==> src/rtl/march_pkg.sv <==
// Shared types and constants for the alien-fleet march scheduler.
// Movement codes match the fleet-position datapath encoding.
package march_pkg;

    localparam int PERIOD_W = 26;

    typedef logic [PERIOD_W-1:0] period_t;

    typedef enum logic [1:0] {
        DIR_NONE  = 2'b00,
        DIR_RIGHT = 2'b01,
        DIR_LEFT  = 2'b10,
        DIR_DOWN  = 2'b11
    } move_dir_t;

    typedef enum logic [1:0] {
        ST_IDLE,
        ST_COUNT,
        ST_REQ
    } state_t;

    // Speed-up after a kill, clamped so the period never drops below the floor.
    function automatic period_t kill_period(input period_t cur,
                                            input period_t floor_p,
                                            input period_t dec);
        if (cur <= floor_p + dec)
            return floor_p;
        return cur - dec;
    endfunction

endpackage

==> src/rtl/march_scheduler_step_timer.sv <==
// Loadable down-counter for the march step period.
// Stops at zero so a held or late tick never wraps around.
module step_timer
    import march_pkg::*;
(
    input  logic    clk,
    input  logic    reset,
    input  logic    load,
    input  logic    hold,
    input  period_t load_value,
    output logic    zero
);

    period_t count_reg;

    always_ff @(posedge clk) begin
        if (reset)
            count_reg <= '0;
        else if (load)
            count_reg <= load_value;
        else if (!hold && count_reg != '0)
            count_reg <= count_reg - period_t'(1);
    end

    assign zero = (count_reg == '0);

endmodule

==> src/rtl/march_scheduler.sv <==
// Alien-fleet march sequencer: paces moves with a programmable step period
// and hands each move to the fleet datapath through a req/ack handshake.
module march_scheduler
    import march_pkg::*;
#(
    parameter period_t    BASE_PERIOD   = 26'd5000000,
    parameter period_t    MIN_PERIOD    = 26'd250000,
    parameter period_t    PERIOD_DEC    = 26'd100000,
    parameter logic [3:0] STEPS_PER_ROW = 4'd8
) (
    input  logic        clk,
    input  logic        reset,
    input  logic        enable,
    input  logic        pause,
    input  logic        alien_killed,
    input  logic        level_up,
    input  logic        move_ack,
    output logic        move_req,
    output logic [1:0]  move_dir,
    output logic [25:0] period_out
);

    state_t     state_reg, state_next;
    period_t    period_reg, period_next;
    logic       dir_right_reg, dir_right_next;
    logic [3:0] step_cnt_reg, step_cnt_next;
    logic       move_req_reg, move_req_next;
    move_dir_t  move_dir_reg, move_dir_next;

    logic       timer_load;
    logic       timer_hold;
    period_t    timer_load_value;
    logic       timer_zero;

    step_timer u_step_timer (
        .clk        (clk),
        .reset      (reset),
        .load       (timer_load),
        .hold       (timer_hold),
        .load_value (timer_load_value),
        .zero       (timer_zero)
    );

    always_ff @(posedge clk) begin
        if (reset) begin
            state_reg     <= ST_IDLE;
            period_reg    <= BASE_PERIOD;
            dir_right_reg <= 1'b1;
            step_cnt_reg  <= '0;
            move_req_reg  <= 1'b0;
            move_dir_reg  <= DIR_NONE;
        end else begin
            state_reg     <= state_next;
            period_reg    <= period_next;
            dir_right_reg <= dir_right_next;
            step_cnt_reg  <= step_cnt_next;
            move_req_reg  <= move_req_next;
            move_dir_reg  <= move_dir_next;
        end
    end

    always_comb begin
        state_next       = state_reg;
        period_next      = period_reg;
        dir_right_next   = dir_right_reg;
        step_cnt_next    = step_cnt_reg;
        move_req_next    = move_req_reg;
        move_dir_next    = move_dir_reg;
        timer_load       = 1'b0;
        timer_hold       = 1'b1;
        timer_load_value = period_reg - period_t'(1);

        // Period bookkeeping applies even while disabled; a level change beats a kill.
        if (level_up) begin
            period_next    = BASE_PERIOD;
            dir_right_next = 1'b1;
            step_cnt_next  = '0;
        end else if (alien_killed) begin
            period_next = kill_period(period_reg, MIN_PERIOD, PERIOD_DEC);
        end

        if (!enable) begin
            state_next    = ST_IDLE;
            move_req_next = 1'b0;
            move_dir_next = DIR_NONE;
        end else if (level_up) begin
            state_next       = ST_COUNT;
            move_req_next    = 1'b0;
            move_dir_next    = DIR_NONE;
            timer_load       = 1'b1;
            timer_load_value = BASE_PERIOD - period_t'(1);
        end else begin
            case (state_reg)
                ST_IDLE: begin
                    state_next = ST_COUNT;
                    timer_load = 1'b1;
                end
                ST_COUNT: begin
                    if (!pause) begin
                        if (timer_zero) begin
                            state_next    = ST_REQ;
                            move_req_next = 1'b1;
                            if (step_cnt_reg == STEPS_PER_ROW)
                                move_dir_next = DIR_DOWN;
                            else
                                move_dir_next = dir_right_reg ? DIR_RIGHT : DIR_LEFT;
                        end else begin
                            timer_hold = 1'b0;
                        end
                    end
                end
                ST_REQ: begin
                    if (move_ack) begin
                        state_next    = ST_COUNT;
                        move_req_next = 1'b0;
                        move_dir_next = DIR_NONE;
                        timer_load    = 1'b1;
                        if (move_dir_reg == DIR_DOWN) begin
                            step_cnt_next  = '0;
                            dir_right_next = !dir_right_reg;
                        end else begin
                            step_cnt_next = step_cnt_reg + 4'd1;
                        end
                    end
                end
                default: state_next = ST_IDLE;
            endcase
        end
    end

    assign move_req   = move_req_reg;
    assign move_dir   = move_dir_reg;
    assign period_out = period_reg;

endmodule
==> config.mk <==
export PLATFORM = sky130hd
export DESIGN_NAME = march_scheduler
export DESIGN_NICKNAME = d
export VERILOG_FILES = /design/src/rtl/march_pkg.sv /design/src/rtl/march_scheduler_step_timer.sv /design/src/rtl/march_scheduler.sv
export SDC_FILE = /design/constraint.sdc
export NUM_CORES = 1
export LEC_CHECK = 0
export CAP_MARGIN = 20
export CORE_AREA = 2 2 89 91
export DETAILED_ROUTE_END_ITERATION = 16
export DIE_AREA = 0 0 91 93
export DONT_BUFFER_PORTS = 1
export PLACE_DENSITY = 0.61
export RECOVER_POWER = 25
export SKIP_LAST_GASP = 1
export SYNTH_ARGS = -nofsm -noshare
export SYNTH_HDL_FRONTEND = slang
export SYNTH_SLANG_ARGS = --single-unit
export TNS_END_PERCENT = 1
==> constraint.sdc <==
create_clock -name clk -period 6 [get_ports clk]
set_input_delay 1.2 -clock clk [delete_from_list [all_inputs] [get_ports clk]]
set_output_delay 1.2 -clock clk [all_outputs]
set_load 0.01 [all_outputs]
==> results.ini <==
[sta]
timing_worst_slew_pin_value_ns = 0.996
fin_setup_tns_ns = 0
fin_worst_skew_ns = 0.00485
post-route-period-util_pct = 46.2
fmaxAchievable_mhz = 361
worst_slack_ns = 3.23
final.min_clock_period_ns = 2.77
slew_headroom_pct = 32.7
final-hold-violation-count = 0
finalSetupViolations = 0
setup_repair_after_global_routing_missed_its_margin = no
finalMaxSlewViolations = 0

[clock_tree]
cts_buffers = 9
cts_tree = yes
post_cts.repair.setup_buffers = 0
reg_clk_slew_reported_paths_ns = 0.07
cts_root_buf = sky130_fd_sc_hd__clkbuf_8
clkLatencyLatePin_ns = 0.34
cts_resized = 0
clockBufferDepth = 2
clock-sinks = 58
cts_max_level = 3
cts.hold.buffers_added = 0

[placed_design]
hpwl_reported_at_the_end_of_detailed_placement_um = 6810
pre_cts_slack_ns = 3.15
dp_cells = 549
globalplace.congestion = 0.842
post_dp_cell_area_mm2 = 0.00369
io_buffer_count = 0

[detailed_routing]
drtPass1Iterations = 4
routed_wl_um = 9620
dr_total_vias = 3439
wl_per_cell_um = 17.0
route.detailed.drc = 0
detail_route.vias_per_cell = 6.09
number_of_drc_markers_after_the_initial_detailed_route_iteration = 203
drt.antenna.violating_nets = 0

[global_route]
grt_max_degree = 28
grt_pass1_vias = 3092
grt_use_total_pct = 22.8
gr-total-overflow = 0
grt_pass1_wl_um = 15600
grt_antenna_before_repair = 0

[finish]
drive_gt1_share_pct = 6.48
ff_latch_area_mm2 = 0.00116
antenna-diode-count = 0
flip_flop_count_of_the_largest_register_after_layout = 26
synthToLayoutAreaGrowth_pct = 5.91
layout.nets = 473
final_cell_count_no_fill = 565
fin_area_mm2 = 0.00390
multi_input_area_mm2 = 0.00234
num-fill-cells = 782

[critical_path]
crit_path_start_kind = flop
rr_startpoint = period_out[18]$_SDFFE_PP1P_
worstSetupStartpoint = period_out[18]$_SDFFE_PP1P_
crit_required_ns = 6.23
crit_type = flop to flop
arrival_ns = 3.01
critPathMaxFanout = 13
crit_path_end_kind = flop

[synth]
synth-edff-count = 0
synth_register_bits = 58
yosys.cell_types.count = 69
yosysSeqAreaShare_pct = 31.5
mapped_cell_area_mm2 = 0.00369
syn_inst = 475
ys_dominant_reg_cell = sky130_fd_sc_hd__dfxtp_1
ys_warn_count = 0
synth_async_sr_flop_share_pct = 0
synth_area_per_inst_um2 = 7.76

[outcome]
run_status = completed

[floorplanning]
die_x_um = 91
floorplan.die_area_mm2 = 0.00846
num_io_pins = 36
initial_core_utilization_pct = 49.0
die_y_um = 93
std_cell_rows = 32
fp.coreArea_mm2 = 0.00753

[hold_path]
hp-start = u_step_timer.count_reg[9]$_SDFFE_PP0P_
hold_class = flop to flop

[power_and_ir_drop]
vdd_drop_max_v = 0.0000939
powerDensity_mw_per_mm2 = 242
power.leakage_nw = 1.30

[run]
cap_viol_max_count = 0

[synthesized netlist by cell type, types with 5 or more instances]
library cell	instances	area, µm²
sky130_fd_sc_hd__clkbuf_1	25	93.8
sky130_fd_sc_hd__nor2_1	55	206
sky130_fd_sc_hd__o22ai_1	8	50.1
sky130_fd_sc_hd__inv_1	14	52.6
sky130_fd_sc_hd__a31oi_1	8	50.1
sky130_fd_sc_hd__or3_1	9	56.3
sky130_fd_sc_hd__or4_1	6	45.0
sky130_fd_sc_hd__nor2b_1	5	31.3
sky130_fd_sc_hd__nor3_1	29	145
sky130_fd_sc_hd__ha_1	8	100
sky130_fd_sc_hd__nand2_1	29	109
sky130_fd_sc_hd__o21ai_0	27	135
sky130_fd_sc_hd__a21oi_1	22	110
sky130_fd_sc_hd__nand4_1	10	62.6
sky130_fd_sc_hd__buf_4	5	37.5
sky130_fd_sc_hd__dfxtp_1	58	1160
sky130_fd_sc_hd__nor3b_1	5	37.5
sky130_fd_sc_hd__a211oi_1	5	37.5
sky130_fd_sc_hd__xor2_1	14	123
sky130_fd_sc_hd__nand2b_1	11	68.8
sky130_fd_sc_hd__nand3_1	15	75.1
sky130_fd_sc_hd__nor4_1	8	50.1
sky130_fd_sc_hd__a21o_1	5	37.5
sky130_fd_sc_hd__xnor2_1	17	149
[layout by cell type (no fill, tap or decap), drive strengths merged, types with 5 or more instances in the layout]
| cell | instances |
|---|---|
| nand2 | 30 |
| nand2b | 11 |
| xnor2 | 17 |
| o21ai | 29 |
| xor2 | 14 |
| nor2 | 55 |
| a21oi | 23 |
| nor3b | 5 |
| a31oi | 8 |
| dfxtp | 58 |
| nor4 | 10 |
| o21a | 5 |
| nand4 | 10 |
| inv | 14 |
| o22ai | 8 |
| clkbuf | 9 |
| nor3 | 29 |
| nor2b | 5 |
| nand3 | 16 |
| a211oi | 5 |
| or4 | 8 |
| ha | 8 |
| a21o | 5 |
| or3 | 9 |
[final cells by class]
class / instances / share of cell area (%)
clock buffers: 9 / 3.17
repair buffers: 1 / 0.192
well taps: 102 / 3.27
flip-flops and latches: 58 / 29.7
multi-input cells: 374 / 59.9
inverters: 14 / 1.35
clock inverters: 7 / 2.40
[path summary, 6_finish.rpt]
| check | to | slack, ns | depth (start not counted) |
|---|---|---|---|
| worst max-delay path | period_out[8]$_SDFFE_PP1P_ | 3.23 | 5 |
| worst min-delay path | u_step_timer.count_reg[9]$_SDFFE_PP0P_ | 0.49 | 2 |
| worst max register to register | period_out[8]$_SDFFE_PP1P_ | 3.23 | 5 |
| worst min register to register | u_step_timer.count_reg[9]$_SDFFE_PP0P_ | 0.49 | 2 |
[metrics by stage]
stage	hold WS [ns]	utilization [%]	power, mW
5_1_grt	0.511	51.9	0.983
4_1_cts	0.487	51.9	0.952
2_1_floorplan	0.454	-	0.524
3_5_place_dp	0.476	49.0	0.545
6_report	0.488	51.9	0.944
3_3_place_gp	0.470	49.0	0.543
[worst max-delay path, stage by stage, from the launching register on]
cell                        delay [ns]
sky130_fd_sc_hd__dfxtp_1          0.48
sky130_fd_sc_hd__a2111oi_0        0.46
sky130_fd_sc_hd__nand2_1          0.10
sky130_fd_sc_hd__a41oi_1          0.77
sky130_fd_sc_hd__nor2b_1          0.40
sky130_fd_sc_hd__a221o_1          0.44
[logic make-up (layout without fill, tap and decap cells)]
family / after synthesis / count (layout) / synth area share (%)
flops: 58 / 58 / 31.5
simple gates: 206 / 206 / 29.5
buf+inv: 46 / 31 / 5.40
compound gates: 122 / 122 / 22.6
fa+ha+maj: 8 / 8 / 2.72
mux: 3 / 3 / 0.815
xor+xnor: 31 / 31 / 7.37
other cells: 1 / 4 / 0.102
[routing by layer]
metal	GRT usage [%]	vias to the layer above	wire length [µm]
met2	35.8	102	4390
met4	8.96	0	172
met5	0	-	0
li1	-	1712	-
met1	31.7	1609	4540
met3	3.22	16	513
[report_power, final]
group          leakage [nW]  total [mW]  switching [mW]  internal [mW]
combinational         0.716       0.113          0.0689         0.0445
clock                 0.105       0.406           0.174          0.233
sequential            0.474       0.424          0.0253          0.399
No activity file was read; power rests on OpenSTA's default activity.
